==> src/rtl/synch_fifo_prog_pkg.sv <==
// Shared defaults and parameter sanity helper for the programmable synchronous FIFO.
package synch_fifo_prog_pkg;

    localparam int DEF_DSIZE     = 8;
    localparam int DEF_ASIZE     = 4;
    localparam int DEF_FWFT      = 0;
    localparam int DEF_AF_THRESH = 12;
    localparam int DEF_AE_THRESH = 2;

    // Thresholds are legal when 0 <= ae < af <= depth.
    function automatic bit thresh_valid(input int ae, input int af, input int asize);
        return (ae >= 0) && (ae < af) && (af <= (1 << asize));
    endfunction

endpackage

==> src/rtl/synch_fifo_prog_mem_elem.sv <==
// One storage word of the FIFO: loads d on a clock edge while the active-low write enable is low.
module synch_fifo_prog_mem_elem #(
    parameter int DSIZE = 8
) (
    input  logic             clk,
    input  logic             we_n,
    input  logic [DSIZE-1:0] d,
    output logic [DSIZE-1:0] q
);

    logic [DSIZE-1:0] q_d;
    logic [DSIZE-1:0] q_q;

    // Next word: new data when enabled, otherwise hold.
    always_comb begin
        q_d = q_q;
        if (!we_n) q_d = d;
    end

    // Storage register.
    // NOTE: storage words carry no reset; the pointers alone decide which words are valid,
    // and leaving the array unreset keeps it mappable onto plain flops or RAM.
    always_ff @(posedge clk) begin
        q_q <= q_d;
    end

    assign q = q_q;

endmodule

==> src/rtl/synch_fifo_prog.sv <==
// Single-clock FIFO with optional first-word-fall-through, almost flags, flush and sticky errors.
module synch_fifo_prog
    import synch_fifo_prog_pkg::*;
#(
    parameter int DSIZE     = DEF_DSIZE,
    parameter int ASIZE     = DEF_ASIZE,
    parameter int FWFT      = DEF_FWFT,
    parameter int AF_THRESH = DEF_AF_THRESH,
    parameter int AE_THRESH = DEF_AE_THRESH
) (
    input  logic             clk,
    input  logic             rst,
    input  logic             flush,
    input  logic             winc,
    input  logic [DSIZE-1:0] wdata,
    input  logic             rinc,
    output logic [DSIZE-1:0] rdata,
    output logic             wfull,
    output logic             rempty,
    output logic             almost_full,
    output logic             almost_empty,
    output logic [ASIZE:0]   num_stored_words,
    output logic             overflow,
    output logic             underflow
);

    localparam int             DEPTH  = 1 << ASIZE;
    localparam logic [ASIZE:0] AF_LVL = (ASIZE + 1)'(AF_THRESH);
    localparam logic [ASIZE:0] AE_LVL = (ASIZE + 1)'(AE_THRESH);
    localparam logic [ASIZE:0] PTR_ONE = (ASIZE + 1)'(1);

    if (!thresh_valid(AE_THRESH, AF_THRESH, ASIZE)) begin : g_bad_thresh
        $error("synch_fifo_prog: need AE_THRESH < AF_THRESH <= 2**ASIZE");
    end

    logic [ASIZE:0]   wptr_q, wptr_d;
    logic [ASIZE:0]   rptr_q, rptr_d;
    logic             overflow_q, overflow_d;
    logic             underflow_q, underflow_d;
    logic             push_ok;
    logic             pop_ok;
    logic [DEPTH-1:0] wr_en_n;
    logic [DSIZE-1:0] cell_q [DEPTH];
    logic [DSIZE-1:0] head_data;

    // Status is a pure function of the registered pointers, so it only moves after an edge.
    assign rempty           = (wptr_q == rptr_q);
    assign wfull            = (wptr_q[ASIZE-1:0] == rptr_q[ASIZE-1:0]) && (wptr_q[ASIZE] != rptr_q[ASIZE]);
    assign num_stored_words = wptr_q - rptr_q;
    assign almost_full      = (num_stored_words >= AF_LVL);
    assign almost_empty     = (num_stored_words <= AE_LVL);
    assign overflow         = overflow_q;
    assign underflow        = underflow_q;

    // Flags are judged on pre-edge state, so a full FIFO still pops and an empty one still pushes.
    assign push_ok = winc && !wfull && !flush;
    assign pop_ok  = rinc && !rempty && !flush;

    // Storage array with one-hot active-low write enables decoded from the write pointer.
    for (genvar i = 0; i < DEPTH; i++) begin : g_cell
        assign wr_en_n[i] = !(push_ok && (wptr_q[ASIZE-1:0] == ASIZE'(i)));
        synch_fifo_prog_mem_elem #(.DSIZE(DSIZE)) u_cell (
            .clk  (clk),
            .we_n (wr_en_n[i]),
            .d    (wdata),
            .q    (cell_q[i])
        );
    end

    assign head_data = cell_q[rptr_q[ASIZE-1:0]];

    // Next-state for pointers and sticky error flags; flush overrides all requests.
    // NOTE: every always_comb output gets a default first so no path leaves it unassigned (no latch).
    always_comb begin
        wptr_d      = wptr_q;
        rptr_d      = rptr_q;
        overflow_d  = overflow_q;
        underflow_d = underflow_q;
        if (flush) begin
            wptr_d      = '0;
            rptr_d      = '0;
            overflow_d  = 1'b0;
            underflow_d = 1'b0;
        end else begin
            if (push_ok) wptr_d = wptr_q + PTR_ONE;
            if (pop_ok)  rptr_d = rptr_q + PTR_ONE;
            if (winc && wfull)  overflow_d  = 1'b1;
            if (rinc && rempty) underflow_d = 1'b1;
        end
    end

    // Pointer and flag registers.
    // NOTE: sequential state uses non-blocking assignments so every flop samples pre-edge values.
    always_ff @(posedge clk or posedge rst) begin
        if (rst) begin
            wptr_q      <= '0;
            rptr_q      <= '0;
            overflow_q  <= 1'b0;
            underflow_q <= 1'b0;
        end else begin
            wptr_q      <= wptr_d;
            rptr_q      <= rptr_d;
            overflow_q  <= overflow_d;
            underflow_q <= underflow_d;
        end
    end

    if (FWFT != 0) begin : g_fwft
        // Head word shown directly; forced to zero while empty so stale storage never leaks out.
        assign rdata = rempty ? '0 : head_data;
    end else begin : g_reg_read
        logic [DSIZE-1:0] rdata_q, rdata_d;

        // Registered read: capture the head word on an accepted pop, clear on flush.
        always_comb begin
            rdata_d = rdata_q;
            if (flush)       rdata_d = '0;
            else if (pop_ok) rdata_d = head_data;
        end

        // Read data register.
        always_ff @(posedge clk or posedge rst) begin
            if (rst) rdata_q <= '0;
            else     rdata_q <= rdata_d;
        end

        assign rdata = rdata_q;
    end

endmodule

==> config.mk <==
export PLATFORM = sky130hd
export DESIGN_NAME = synch_fifo_prog
export DESIGN_NICKNAME = d
export VERILOG_FILES = /design/src/rtl/synch_fifo_prog_pkg.sv /design/src/rtl/synch_fifo_prog_mem_elem.sv /design/src/rtl/synch_fifo_prog.sv
export SDC_FILE = /design/constraint.sdc
export NUM_CORES = 1
export LEC_CHECK = 0
export BUFFER_PORTS_ARGS = -buffer_cell sky130_fd_sc_hd__buf_4
export CORE_MARGIN = 2
export CORE_UTILIZATION = 55
export CTS_BUF_LIST = sky130_fd_sc_hd__clkbuf_2 sky130_fd_sc_hd__clkbuf_4 sky130_fd_sc_hd__clkbuf_8
export DETAILED_ROUTE_END_ITERATION = 12
export PLACE_DENSITY = 0.87
export SYNTH_ARGS = -nofsm -noshare
export SYNTH_HDL_FRONTEND = slang
export SYNTH_SLANG_ARGS = --single-unit
export TNS_END_PERCENT = 10
==> constraint.sdc <==
create_clock -name clk -period 2.75 [get_ports clk]
set_input_delay 0.55 -clock clk [delete_from_list [all_inputs] [get_ports clk]]
set_output_delay 0.55 -clock clk [all_outputs]
set_load 0.02 [all_outputs]
==> results.md <==
* Total GRT Usage at between 20% and 30%
* Mapped Nets at approximately 350
* Sequential area share after synthesis at between 70% and 80%
* Residual DRC at 0
* RePlAce Congestion at 0.812
* Synth area leader: edfxtp_1
* Outcome: complete, but fails checks
* First-pass GRT wire length at 17800 µm
* Mux contribution to synthesized area at between 10% and 20%
* Clk slew on worst S/H paths at around 0.080 ns
* Power Density at 699 nW/µm²
* Root Buffer: clkbuf_8
* Initial Utilization at around 56%
* Die X at approximately 110 µm
* Worst-margin pin slew at roughly 0.8 ns
* Main combinational cell family by area after synthesis: multiplexers
* Max_cap viols at 0
* Initial antenna violation count at 0
* Die H at roughly 110 µm
* Post-synth top area share at a little over three fifths
* RSZ-0062 raised after global routing: true
* Worst VDD drop at approximately 0.56 mV
* Count of flip-flops with a built-in enable after synthesis at approximately 130
* Final setup skew at approximately 0.018 ns
* Post-synth top flop: edfxtp_1
* Final #Nets at just over 400
* Worst hold path class: in2async
* Total number of vias at ~3200
* CP arrival at between 2 and 2.5 ns
* I/O pins at 32
* Worst setup path category: reg2out
* IO buf count at 31
* Layout cell share with drive strength beyond 1 at about a third
* Hold Buf Count CTS at 0
* Violated checks: negative setup slack
* # H-tree levels at 4
* Synth Area in XOR/XNOR at 1.42%
* Final Max Tran Viols at 0
* Critical R2R Launch: rptr_q[2]
* Crit path max fanout at 3
* Avg WL per Cell at about 21 µm
* Total Routed Length at around 12000 µm
* Rel. slew slack at between 40% and 50%
* Fin worst setup slack at -0.0325 ns
* Synth Register Bits at 148
* Post-Synth Simple-Gate Area at about 4.7%
* Via density at approximately 6
* # diodes at 0
* Number of global-route vias before repair at between 3000 and 4000
* Critical Path Start: wptr_q[0]
* Synthesized-area fraction occupied by adder cells at 2.18%
* Avg Inst Size Synth at about 18 µm²
* Area Growth Syn to Fin at 15.7%
* Static Leak at 2.41 nW
* Startpoint types: flip-flop
* Setup violators final at 1
* Floorplan core area at between 10000 and 15000 µm²
* Ranking of synthesized cells by area: edfxtp_1 (63%), mux4_2 (12%), dfrtp_1 (8.2%)
* DIE AREA at between 10000 and 15000 µm²
* CTS tree: yes
* Synth Area in Compound Gates at between 3 and 4%
* Clock Latency Late Sink at 0.44 ns
* Dpl ws at roughly 0.13 ns
* Initial drt markers at roughly 190
* Mapped Area at a little over 6000 µm²
* Fill count at 709
* WP data required at about 2.2 ns
* Library cells used by synthesis at 36
* GRT overflow at 0
* Pwr Total at 4.91 mW
* Drt first pass iters at 4
* Site Rows at 38
* Largest net degree at the start of global routing at 36
* Synth async-reset ratio at between 10% and 20%
* CTS Buffer Depth at 2
* Tmin final at between 2 and 3 ns
* Total CTS buffers at 17
* Crit end category: output port
* Ys Warns at 0
* Highest clock rate at between 300 and 400 MHz
* Final hold vios at 0
* Post-DRT Antenna Nets at 0
* Final Cycle Share at 101%
* Synth Instances at about 330
* Total clock sinks at approximately 150
* HPWL reported at the end of detailed placement at roughly 7400 µm
cell usage after synthesis (4+ instances only):
cell and count:
nor3_1 4, o221ai_1 8, clkbuf_1 5, xnor2_1 5, a21oi_1 6, nand2_1 7, inv_1 11, edfxtp_1 128
mux4_2 32, ha_1 9, mux2i_1 18, dfrtp_1 20, nor2_1 24, buf_2 8, nand3b_1 8
per-layer routing:
| layer | track usage, % | wire, µm |
|---|---|---|
| met4 | 8.88 | 176 |
| met5 | 0 | 0 |
| met1 | 27.9 | 4430 |
| met3 | 6.16 | 780 |
| met2 | 35.1 | 6180 |
critical path, stage by stage (launching register included):
cell and delay, ns:
dfrtp_1 0.39, inv_2 0.08, ha_4 0.13, inv_2 0.03
fa_2 0.33, a21o_1 0.18, a21oi_2 0.17, xnor2_2 0.14
o2111a_1 0.22, buf_6 0.12
what timing repair did:
item	in CTS	in global routing
pin swaps	6	5
resized for setup	11	4
setup endpoints to repair	5	4
buffers inserted	2	2
sequential cells by signal, summed over array words and instances (netlist names):
register / count
rptr_q: 5
g_cell.u_cell.q: 128
overflow: 1
wptr_q: 5
rdata: 8
underflow: 1
power breakdown:
group | internal [mW] | switching, mW | total, mW
registers | 2.48 | 0.0333 | 2.52
logic | 0.353 | 0.429 | 0.782
clock network | 0.835 | 0.777 | 1.61
total | 3.67 | 1.24 | 4.91
kinds of logic after synthesis:
logic type | count (synthesis)
AOI/OAI and AO/OA | 28
buffers and inverters | 28
adders and majority gates | 10
muxes | 50
and+or+nand+nor | 56
DFF | 148
xor gates and xnor gates | 9
cell type report:
| class | count | area (µm²) | share of cell area (%) |
|---|---|---|---|
| Clock inverter | 12 | 129 | 1.83 |
| Tap cell | 140 | 175 | 2.49 |
| Sequential cell | 148 | 4350 | 61.9 |
| Timing Repair Buffer | 56 | 428 | 6.09 |
| Multi-Input combinational cell | 153 | 1650 | 23.5 |
| Clock buffer | 20 | 256 | 3.65 |
| Inverter | 11 | 41.3 | 0.587 |
path summary, 6_finish.rpt:
| kind | slack [ns] | cells past startpoint | end |
|---|---|---|---|
| max in group asynchronous | 1.92 | 2 | wptr_q[2] |
| max reg2reg | 0.40 | 7 | g_cell[12].u_cell.q[3] |
| min reg2reg | 0.51 | 2 | overflow |
| min in group clk | 0.38 | 3 | underflow |
| min | 0.26 | 2 | underflow |
| max | -0.03 | 9 | almost_empty |
cells in the final DEF (no fill, tap or decap), types with 3 or more instances in the layout:
cell	netlist	final
clkbuf_4	0	3
nand2_1	7	7
clkbuf_8	0	17
edfxtp_1	128	128
inv_1	11	9
o31ai_1	3	3
nor3_1	4	3
dfrtp_1	20	17
clkinv_2	0	3
xnor2_1	5	4
o221ai_1	8	8
mux2i_1	18	18
or3_1	3	3
nor2_1	24	24
dfrtp_2	0	3
nand2b_1	3	3
o211ai_1	3	3
ha_1	9	8
xor2_1	3	3
nand3b_1	8	8
a21oi_1	6	5
buf_4	2	54
mux4_2	32	32
stage by stage:
| stage | area (µm²) | setup TNS, ns | util [%] | hold WS (ns) | cells |
|---|---|---|---|---|---|
| 2_1_floorplan | 6080 | -3.91 | - | 0.514 | 329 |
| 3_3_place_gp | 6570 | 0 | 60.8 | 0.480 | 504 |
| 3_5_place_dp | 6570 | 0 | 60.8 | 0.496 | 504 |
| 4_1_cts | 7000 | -0.160 | 64.9 | 0.266 | 538 |
| 5_1_grt | 7030 | -0.202 | 65.1 | 0.304 | 540 |
| 6_report | 7030 | -0.0325 | 65.1 | 0.261 | 540 |
Note: power is estimated with default switching activity, not from simulation.
